$ cat config.mk
export PLATFORM = sky130hd
export DESIGN_NAME = servisia_mem_ctrl_flat
export DESIGN_NICKNAME = d
export VERILOG_FILES = /design/src/rtl/servisia_mem_ctrl_if.sv /design/src/rtl/servisia_mem_ctrl.sv /design/src/flat_wrapper.sv
export SDC_FILE = /design/constraint.sdc
export NUM_CORES = 1
export LEC_CHECK = 0
export BUFFER_PORTS_ARGS = -buffer_cell sky130_fd_sc_hd__buf_2
export CAP_MARGIN = 10
export CORE_MARGIN = 2
export CORE_UTILIZATION = 47
export CTS_CLUSTER_DIAMETER = 200
export DETAILED_ROUTE_END_ITERATION = 12
export PLACE_DENSITY = 0.86
export SLEW_MARGIN = 20
export SYNTH_ARGS = -nofsm -noshare
export SYNTH_HDL_FRONTEND = slang
export SYNTH_SLANG_ARGS = --single-unit
$ cat constraint.sdc
create_clock -name clk_i -period 1.94 [get_ports clk_i]
set_input_delay 0.388 -clock clk_i [delete_from_list [all_inputs] [get_ports clk_i]]
set_output_delay 0.388 -clock clk_i [all_outputs]
set_load 0.01 [all_outputs]
$ cat src/rtl/servisia_mem_ctrl_if.sv
// servisia_mem_ctrl_if: Wishbone-classic word bus between the SERV core and the
// byte-wide external memory controller.
interface servisia_mem_ctrl_if;
    localparam int unsigned ADR_W = 32;
    localparam int unsigned DAT_W = 32;
    localparam int unsigned SEL_W = 4;

    logic [ADR_W-1:0] wb_adr;
    logic [DAT_W-1:0] wb_dat;
    logic [SEL_W-1:0] wb_sel;
    logic             wb_we;
    logic             wb_stb;
    logic [DAT_W-1:0] wb_rdt;
    logic             wb_ack;

    // Bus master (core side) drives the request and samples the response.
    modport master (
        output wb_adr, wb_dat, wb_sel, wb_we, wb_stb,
        input  wb_rdt, wb_ack
    );

    // Bus slave (memory controller side).
    modport slave (
        input  wb_adr, wb_dat, wb_sel, wb_we, wb_stb,
        output wb_rdt, wb_ack
    );
endinterface

$ cat src/rtl/servisia_mem_ctrl.sv
// servisia_mem_ctrl: turns 32-bit Wishbone word requests into up to four 8-bit
// accesses on the external memory port (flash below 0x80000, SRAM at/above it).
// Optional build macro: SERVISIA_MEM_CTRL_SEL_SKIP_EN -- when defined, writes
// only spend cycles on bytes whose select bit is set.
module servisia_mem_ctrl (
    input  logic                 clk_i,
    input  logic                 rst_ni,
    servisia_mem_ctrl_if.slave   wb,
    output logic                 read_o,
    output logic                 write_o,
    output logic [19:0]          addr_o,
    output logic [7:0]           wdata_o,
    input  logic [7:0]           rdata_i
);
    localparam int unsigned MEM_AW  = 20;
    localparam int unsigned WORD_AW = 18;
    localparam int unsigned BYTE_W  = 8;
    localparam int unsigned WORD_W  = 32;
    localparam int unsigned SEL_W   = 4;
    localparam int unsigned IDX_W   = 2;

    localparam logic [1:0] S_IDLE   = 2'd0;
    localparam logic [1:0] S_ACCESS = 2'd1;
    localparam logic [1:0] S_DRAIN  = 2'd2;
    localparam logic [1:0] S_ACK    = 2'd3;

    logic [1:0]         state_q, state_d;
    logic [IDX_W-1:0]   idx_q, idx_d;
    logic [WORD_AW-1:0] wadr_q, wadr_d;
    logic [WORD_W-1:0]  dat_q, dat_d;
    logic [SEL_W-1:0]   sel_q, sel_d;
    logic               we_q, we_d;
    logic               read_q, read_d;
    logic               write_q, write_d;
    logic [MEM_AW-1:0]  addr_q, addr_d;
    logic [BYTE_W-1:0]  wdata_q, wdata_d;
    logic               ack_q, ack_d;
    logic [WORD_W-1:0]  rdt_q, rdt_d;

    logic [IDX_W-1:0]   idx_next;
    logic [IDX_W-1:0]   idx_prev;

    // Address bits outside the word index inside the 1 MiB window are don't-care.
    logic unused_adr;
    assign unused_adr = ^{wb.wb_adr[31:20], wb.wb_adr[1:0]};

    // Select byte 'i' of a little-endian word.
    function automatic logic [BYTE_W-1:0] byte_of(input logic [WORD_W-1:0] w,
                                                  input logic [IDX_W-1:0]  i);
        return w[{i, 3'b000} +: BYTE_W];
    endfunction

`ifdef SERVISIA_MEM_CTRL_SEL_SKIP_EN
    // Lowest set select bit at or above 'start'; result is {found, index}.
    function automatic logic [2:0] next_set(input logic [SEL_W-1:0] sel,
                                            input logic [2:0]       start);
        logic       found;
        logic [1:0] pos;
        found = 1'b0;
        pos   = 2'd0;
        for (int i = 0; i < 4; i++) begin
            if (!found && (3'(i) >= start) && sel[i]) begin
                found = 1'b1;
                pos   = 2'(i);
            end
        end
        return {found, pos};
    endfunction

    logic [2:0] nxt;
`endif

    assign idx_next = idx_q + 2'd1;
    assign idx_prev = idx_q - 2'd1;

    // Next-state and registered-output computation for the byte sequencer.
    always_comb begin
        state_d = state_q;
        idx_d   = idx_q;
        wadr_d  = wadr_q;
        dat_d   = dat_q;
        sel_d   = sel_q;
        we_d    = we_q;
        read_d  = 1'b0;
        write_d = 1'b0;
        addr_d  = addr_q;
        wdata_d = wdata_q;
        ack_d   = 1'b0;
        rdt_d   = rdt_q;
`ifdef SERVISIA_MEM_CTRL_SEL_SKIP_EN
        nxt     = 3'd0;
`endif

        case (state_q)
            S_IDLE: begin
                if (wb.wb_stb) begin
                    wadr_d = wb.wb_adr[19:2];
                    dat_d  = wb.wb_dat;
                    sel_d  = wb.wb_sel;
                    we_d   = wb.wb_we;
                    if (!wb.wb_we) begin
                        // Reads always fetch all four bytes starting at byte 0.
                        state_d = S_ACCESS;
                        idx_d   = 2'd0;
                        read_d  = 1'b1;
                        addr_d  = {wb.wb_adr[19:2], 2'd0};
                    end else begin
`ifdef SERVISIA_MEM_CTRL_SEL_SKIP_EN
                        nxt = next_set(wb.wb_sel, 3'd0);
                        if (nxt[2]) begin
                            state_d = S_ACCESS;
                            idx_d   = nxt[1:0];
                            write_d = 1'b1;
                            addr_d  = {wb.wb_adr[19:2], nxt[1:0]};
                            wdata_d = byte_of(wb.wb_dat, nxt[1:0]);
                        end else begin
                            // Nothing enabled: acknowledge straight away.
                            state_d = S_ACK;
                            ack_d   = 1'b1;
                        end
`else
                        state_d = S_ACCESS;
                        idx_d   = 2'd0;
                        write_d = wb.wb_sel[0];
                        addr_d  = {wb.wb_adr[19:2], 2'd0};
                        wdata_d = wb.wb_dat[7:0];
`endif
                    end
                end
            end

            S_ACCESS: begin
                if (!we_q) begin
                    // Byte issued last cycle is on rdata_i now.
                    if (idx_q != 2'd0) begin
                        rdt_d[{idx_prev, 3'b000} +: BYTE_W] = rdata_i;
                    end
                    if (idx_q == 2'd3) begin
                        state_d = S_DRAIN;
                    end else begin
                        idx_d  = idx_next;
                        read_d = 1'b1;
                        addr_d = {wadr_q, idx_next};
                    end
                end else begin
`ifdef SERVISIA_MEM_CTRL_SEL_SKIP_EN
                    nxt = next_set(sel_q, {1'b0, idx_q} + 3'd1);
                    if (nxt[2]) begin
                        idx_d   = nxt[1:0];
                        write_d = 1'b1;
                        addr_d  = {wadr_q, nxt[1:0]};
                        wdata_d = byte_of(dat_q, nxt[1:0]);
                    end else begin
                        state_d = S_ACK;
                        ack_d   = 1'b1;
                    end
`else
                    if (idx_q == 2'd3) begin
                        state_d = S_ACK;
                        ack_d   = 1'b1;
                    end else begin
                        // Disabled bytes still take a cycle with the address stepping.
                        idx_d   = idx_next;
                        write_d = sel_q[idx_next];
                        addr_d  = {wadr_q, idx_next};
                        wdata_d = byte_of(dat_q, idx_next);
                    end
`endif
                end
            end

            S_DRAIN: begin
                rdt_d[31:24] = rdata_i;
                state_d      = S_ACK;
                ack_d        = 1'b1;
            end

            S_ACK: begin
                state_d = S_IDLE;
            end

            default: begin
                state_d = S_IDLE;
            end
        endcase
    end

    // State and output registers; reset drops any transaction in flight.
    always_ff @(posedge clk_i or negedge rst_ni) begin
        if (!rst_ni) begin
            state_q <= S_IDLE;
            idx_q   <= '0;
            wadr_q  <= '0;
            dat_q   <= '0;
            sel_q   <= '0;
            we_q    <= 1'b0;
            read_q  <= 1'b0;
            write_q <= 1'b0;
            addr_q  <= '0;
            wdata_q <= '0;
            ack_q   <= 1'b0;
            rdt_q   <= '0;
        end else begin
            state_q <= state_d;
            idx_q   <= idx_d;
            wadr_q  <= wadr_d;
            dat_q   <= dat_d;
            sel_q   <= sel_d;
            we_q    <= we_d;
            read_q  <= read_d;
            write_q <= write_d;
            addr_q  <= addr_d;
            wdata_q <= wdata_d;
            ack_q   <= ack_d;
            rdt_q   <= rdt_d;
        end
    end

    assign read_o    = read_q;
    assign write_o   = write_q;
    assign addr_o    = addr_q;
    assign wdata_o   = wdata_q;
    assign wb.wb_ack = ack_q;
    assign wb.wb_rdt = rdt_q;

endmodule

$ cat src/flat_wrapper.sv
// flat-port wrapper written by rule: the top's interface ports become plain ports
module servisia_mem_ctrl_flat 
  (clk_i, rst_ni, read_o, write_o, addr_o, wdata_o, rdata_i, wb_wb_adr, wb_wb_dat, wb_wb_sel, wb_wb_we, wb_wb_stb, wb_wb_rdt, wb_wb_ack);
  servisia_mem_ctrl_if wb_i ();
  input  logic clk_i;
  input  logic rst_ni;
  output logic read_o;
  output logic write_o;
  output logic [19:0] addr_o;
  output logic [7:0] wdata_o;
  input  logic [7:0] rdata_i;
  input wire logic [$bits(wb_i.wb_adr)-1:0] wb_wb_adr;
  input wire logic [$bits(wb_i.wb_dat)-1:0] wb_wb_dat;
  input wire logic [$bits(wb_i.wb_sel)-1:0] wb_wb_sel;
  input wire logic [$bits(wb_i.wb_we)-1:0] wb_wb_we;
  input wire logic [$bits(wb_i.wb_stb)-1:0] wb_wb_stb;
  output wire logic [$bits(wb_i.wb_rdt)-1:0] wb_wb_rdt;
  output wire logic [$bits(wb_i.wb_ack)-1:0] wb_wb_ack;
  assign wb_i.wb_adr = wb_wb_adr;
  assign wb_i.wb_dat = wb_wb_dat;
  assign wb_i.wb_sel = wb_wb_sel;
  assign wb_i.wb_we = wb_wb_we;
  assign wb_i.wb_stb = wb_wb_stb;
  assign wb_wb_rdt = wb_i.wb_rdt;
  assign wb_wb_ack = wb_i.wb_ack;
  servisia_mem_ctrl u_core (.clk_i(clk_i), .rst_ni(rst_ni), .wb(wb_i), .read_o(read_o), .write_o(write_o), .addr_o(addr_o), .wdata_o(wdata_o), .rdata_i(rdata_i));
endmodule
======== Word level (Yosys, flattened, before mapping) ========
Index checks and enable logic that the tools add are counted.
operators by class
  mux-type cells .......................... 35
  add/sub/neg operators ................... 3
  shift operators ......................... 3
  reduce and logical (&&, ||, !) cells .... 10
  $lt $le $gt $ge ......................... 1
  eq/ne operators ......................... 11
  bitwise logic cells ..................... 1
operators with widths
  operator                                                                      number
  32-bit two-way mux                                                            2
  20-bit two-way mux                                                            2
  20-bit case mux with 2 select lines                                           1
  32-bit bitwise mux                                                            1
  8-bit two-way mux                                                             4
  8-bit case mux with 2 select lines                                            2
  8-bit by 7-bit variable shift with 32-bit output, first input constant        1
  32-bit by 6-bit indexed part select with 8-bit output                         1
  8-bit by 7-bit indexed part select with 32-bit output                         1
  2-bit two-way mux                                                             6
  1-bit two-way mux                                                             11
  3-bit AND reduction                                                           3
  2-bit != test, second input constant                                          4
  2-bit case mux with 4 select lines                                            1
  5-bit negator with 7-bit output                                               1
  2-bit == test, second input constant                                          3
  2-bit by 1-bit != test with 1-bit output, second input constant               3
  1-bit case mux with 2 select lines                                            3
  2-bit nonzero test                                                            3
  5-bit AND reduction                                                           1
  2-bit case mux with 2 select lines                                            1
  2-bit AND reduction                                                           2
  2-bit by 3-bit less-than comparator with 1-bit output, second input constant  1
  2-bit by 1-bit adder with 2-bit output, second input constant                 1
  other kinds (5)                                                               5
word-level totals
  input port bits ......................... 80
  register bits after elaboration ......... 122

======== Depth between registers and ports, before layout ========
  depth in word-level cells ............... 7
  gate-level depth with buffers ........... 8
  depth with buffers taken out ............ 6

======== Least setup slack after synthesis ========
OpenSTA, ideal clock, no wires.
  path kind ............................... register -> register
  start point ............................. reg, netlist name u_core.addr_o[0]
  end point ............................... reg u_core.rdt_q[24] (netlist: u_core.wb.wb_rdt[24])
  slack ................................... -0.113 ns
  stages on the path, launching flop included .. 8
  arrival time ............................ 1.913 ns
  path buffers ............................ 1
  period minus slack after synthesis ...... 2.053 ns
  data required time ...................... 1.800 ns
  cells stage by stage .................... dfrtp_1 -> buf_4 -> inv_1 -> ha_1 -> nor2_4 -> mux2i_4 -> nand2_1 -> o2bb2ai_1
RTL lines
  item                    line                      text
  end signal: assignment  servisia_mem_ctrl.sv:215  rdt_q <= rdt_d;
  end: declaration        servisia_mem_ctrl.sv:38   logic [WORD_W-1:0] rdt_q, rdt_d;

==> results.toml <==
[routing]
post-route-drc-count = 0
wirelength_um = 12100
via_count = 3894
wl_per_cell_um = 16.7
ant_nets = 0
drtIter0Drc = 139
viasPerCell = 5.36
drt_first_pass_iters = 4

[floorplanning]
die_w_um = 110
fp.dieH_um = 110
pin_count = 143
die_area_mm2 = 0.0122
start_util_pct = 48.7
fp-row-count = 38
coreArea_mm2 = 0.0109

[cts]
clockRootBuffer = "clkbuf_16"
clock_sinks = 120
cts_max_level = 4
cts_buffers = 17
clockBufferDepth = 2
clkLatencyLatePin_ps = 400
path_clk_slew_ps = 50
cts_tree = "yes"

[timing]
setup_viol = 0
slew_headroom_pct = 70.2
skew_ps = 7.42
rsz0062_at_grt = "yes"
worst_slew_pin_slew_ps = 434
max_clock_freq_mhz = 529
fin_hold_ws_ps = 211
postLayoutSetupSlackWorst_ps = 50.2
min_period_ps = 1890
post-route-period-util_pct = 97.4
hold_violations = 0
maxSlewViolCount = 0

[setup_path]
crit_path_start_kind = "register"
worstSetupPathType = "register to register"
critical_path_buf_inv_count = 2
critPathCaptureType = "register"
crit_fanout = 7
critPathTopFamily = "simple AND/OR/NAND/NOR gates"
crit_chain = "clkinvlp_4 > ha_1 > nor2_4 > nand3_4 > nor4b_4 > buf_4 > a22o_1"
crit_slowest_cell = "dfrtp_2"
slowest_delay_ps = 400
worstPathArrival_ps = 2230
required_ps = 2280

[synthesis]
synth_compound_area_share_pct = 10.9
synthXorXnorAreaFrac_pct = 0
synth.avg_cell_area_um2 = 12.4
ys_top_cells_by_area = "dfrtp_1 (56%), mux2_2 (15%), mux2i_1 (3.6%)"
synth_top_family_by_area = "multiplexers"
synth_top_area_share_pct = 56.4
yosysWarnings = 0
synth_top_area_cell = "dfrtp_1"
muxShareOfSynthArea_pct = 19.9
synth.distinct_cells = 35
synth_edf_count = 0
syn_inst = 430
synthSimpleGateAreaFrac_pct = 7.85
synthAdderAreaFrac_pct = 2.35
synth_ff_type = "dfrtp_1"
synth_area_mm2 = 0.00533
async_flop_share_pct = 100
syn_nets = 520
seq_area_frac_synth_pct = 56.4
postSynthRegisterBits = 120

[grt]
grt_max_degree = 67
grt_overflow_total = 0
antenna_found_initial = 1
grtUsageTotal_pct = 20.5
grt_pass1_vias = 4074
grt_first_pass_wirelength_um = 19800

[cells_and_area]
layout.nets = 664
drive_above_1_share_pct = 44.3
fin_cells = 726
fill_cells = 843
synthToLayoutAreaGrowth_pct = 27.7

[power_and_ir_drop]
worst_ir_drop_vdd_mv = 0.864
power.density_mw_per_mm2 = 1850
p_leak_nw = 3.18

[hold_path]
hold_path_class = "input port to register"

[status]
outcome = "finished clean"

[place]
hpwl_um = 8510
numPortBuffers = 128
gp_congestion = 0.819
post-place-ws_ps = 36.0
place_inst = 689

[run]
maxCapViolCount = 0
-- layout make-up --
cell class	count	area (µm²)	area share, %
flip-flops and latches	120	3000	44.2
multi-input cells	281	2220	32.7
repair buffers	148	846	12.4
clock buffers	26	479	7.05
well taps	140	175	2.58
clock inverters	4	45.0	0.662
inverters	6	26.3	0.386
diodes	1	2.50	0.0368
-- registers in the layout, summed over array words and instances, names as in the netlist --
| signal | flops |
|---|---|
| u_core.write_o | 1 |
| u_core.dat_q | 32 |
| u_core.addr_o | 20 |
| u_core.wdata_o | 8 |
| u_core.wb.wb_rdt | 32 |
| u_core.read_o | 1 |
| u_core.wb.wb_ack | 1 |
| u_core.wadr_q | 18 |
| u_core.we_q | 1 |
| u_core.state_q | 2 |
| u_core.sel_q | 4 |
-- stage by stage --
stage | setup TNS, ps | cell area, µm² | power, mW | util (%)
after CTS | 0 | 6730 | 12.5 | 61.5
final | 0 | 6800 | 12.6 | 62.2
after detailed placement | 0 | 6190 | 9.66 | 56.6
after global placement | 0 | 6190 | 9.33 | 56.6
after floorplan | 0 | 5330 | 7.90 | -
after global routing | -166 | 6800 | 13.4 | 62.2
-- per-layer routing --
| metal | wire length (µm) | up-vias | track usage (%) |
|---|---|---|---|
| li1 | - | 1826 | - |
| met1 | 5000 | 1907 | 24.9 |
| met2 | 6150 | 134 | 33.4 |
| met3 | 693 | 27 | 5.65 |
| met4 | 255 | 0 | 10.8 |
| met5 | 0 | - | 0 |
-- cell usage in the layout, fill, tap and decap left out, types with 2 or more instances in the layout --
cell type,n
buf_2,127
mux2_2,73
nand2_1,37
buf_4,16
mux2i_1,19
nand3_1,9
nand3_2,2
buf_12,4
nor2_1,22
dfrtp_1,119
nor3_1,8
clkbuf_1,7
nand2b_1,3
clkbuf_8,2
clkinv_2,3
ha_1,9
clkbuf_16,17
o22ai_1,9
inv_1,5
a22o_1,12
a21oi_1,27
o21ai_0,17
o2bb2ai_1,9
a21o_1,8
-- synth_stat cells (all sizes together) (3+ instances only) --
cell,n
a21o,8
buf,19
mux2i,20
inv,6
ha,10
nor2,23
dfrtp,120
o2bb2ai,9
nand3,12
mux2,73
nor3,9
a21oi,28
o22ai,9
nand2,39
nand2b,3
o21ai,17
a22o,12
clkbuf,5
-- path summary, 6_finish.rpt --
path	end	slack [ps]	start	cells after the start
hold reg to reg	u_core.wdata_o[1]	470	u_core.wdata_o[1]	1
setup / recovery	u_core.wb.wb_rdt[9]	50	u_core.addr_o[0]	7
max in group asynchronous	u_core.wadr_q[5]	1080	rst_ni	3
hold / removal	u_core.dat_q[8]	210	wb_wb_dat[8]	2
setup reg to reg	u_core.wb.wb_rdt[9]	50	u_core.addr_o[0]	7
min in group asynchronous	u_core.dat_q[19]	540	rst_ni	3
-- logic make-up after synthesis --
kind of cell | after synthesis
and+or+nand+nor | 89
buffers and inverters | 30
AOI/OAI and AO/OA | 87
DFF | 120
muxes | 94
adders and majority gates | 10
-- repair_timing --
action | CTS | global route
setup buffers | 0 | 4
endpoints found under the hold margin | 54 | 0
setup endpoints to repair | 0 | 31
hold buffers | 1 | 0
gates resized for setup | 0 | 5
-- power by group --
group	total (mW)	internal, mW	switching [mW]
Combinational	5.31	2.58	2.73
Clock	2.79	1.80	0.991
Sequential	4.44	3.75	0.692
No activity file was read; power rests on OpenSTA's default activity.
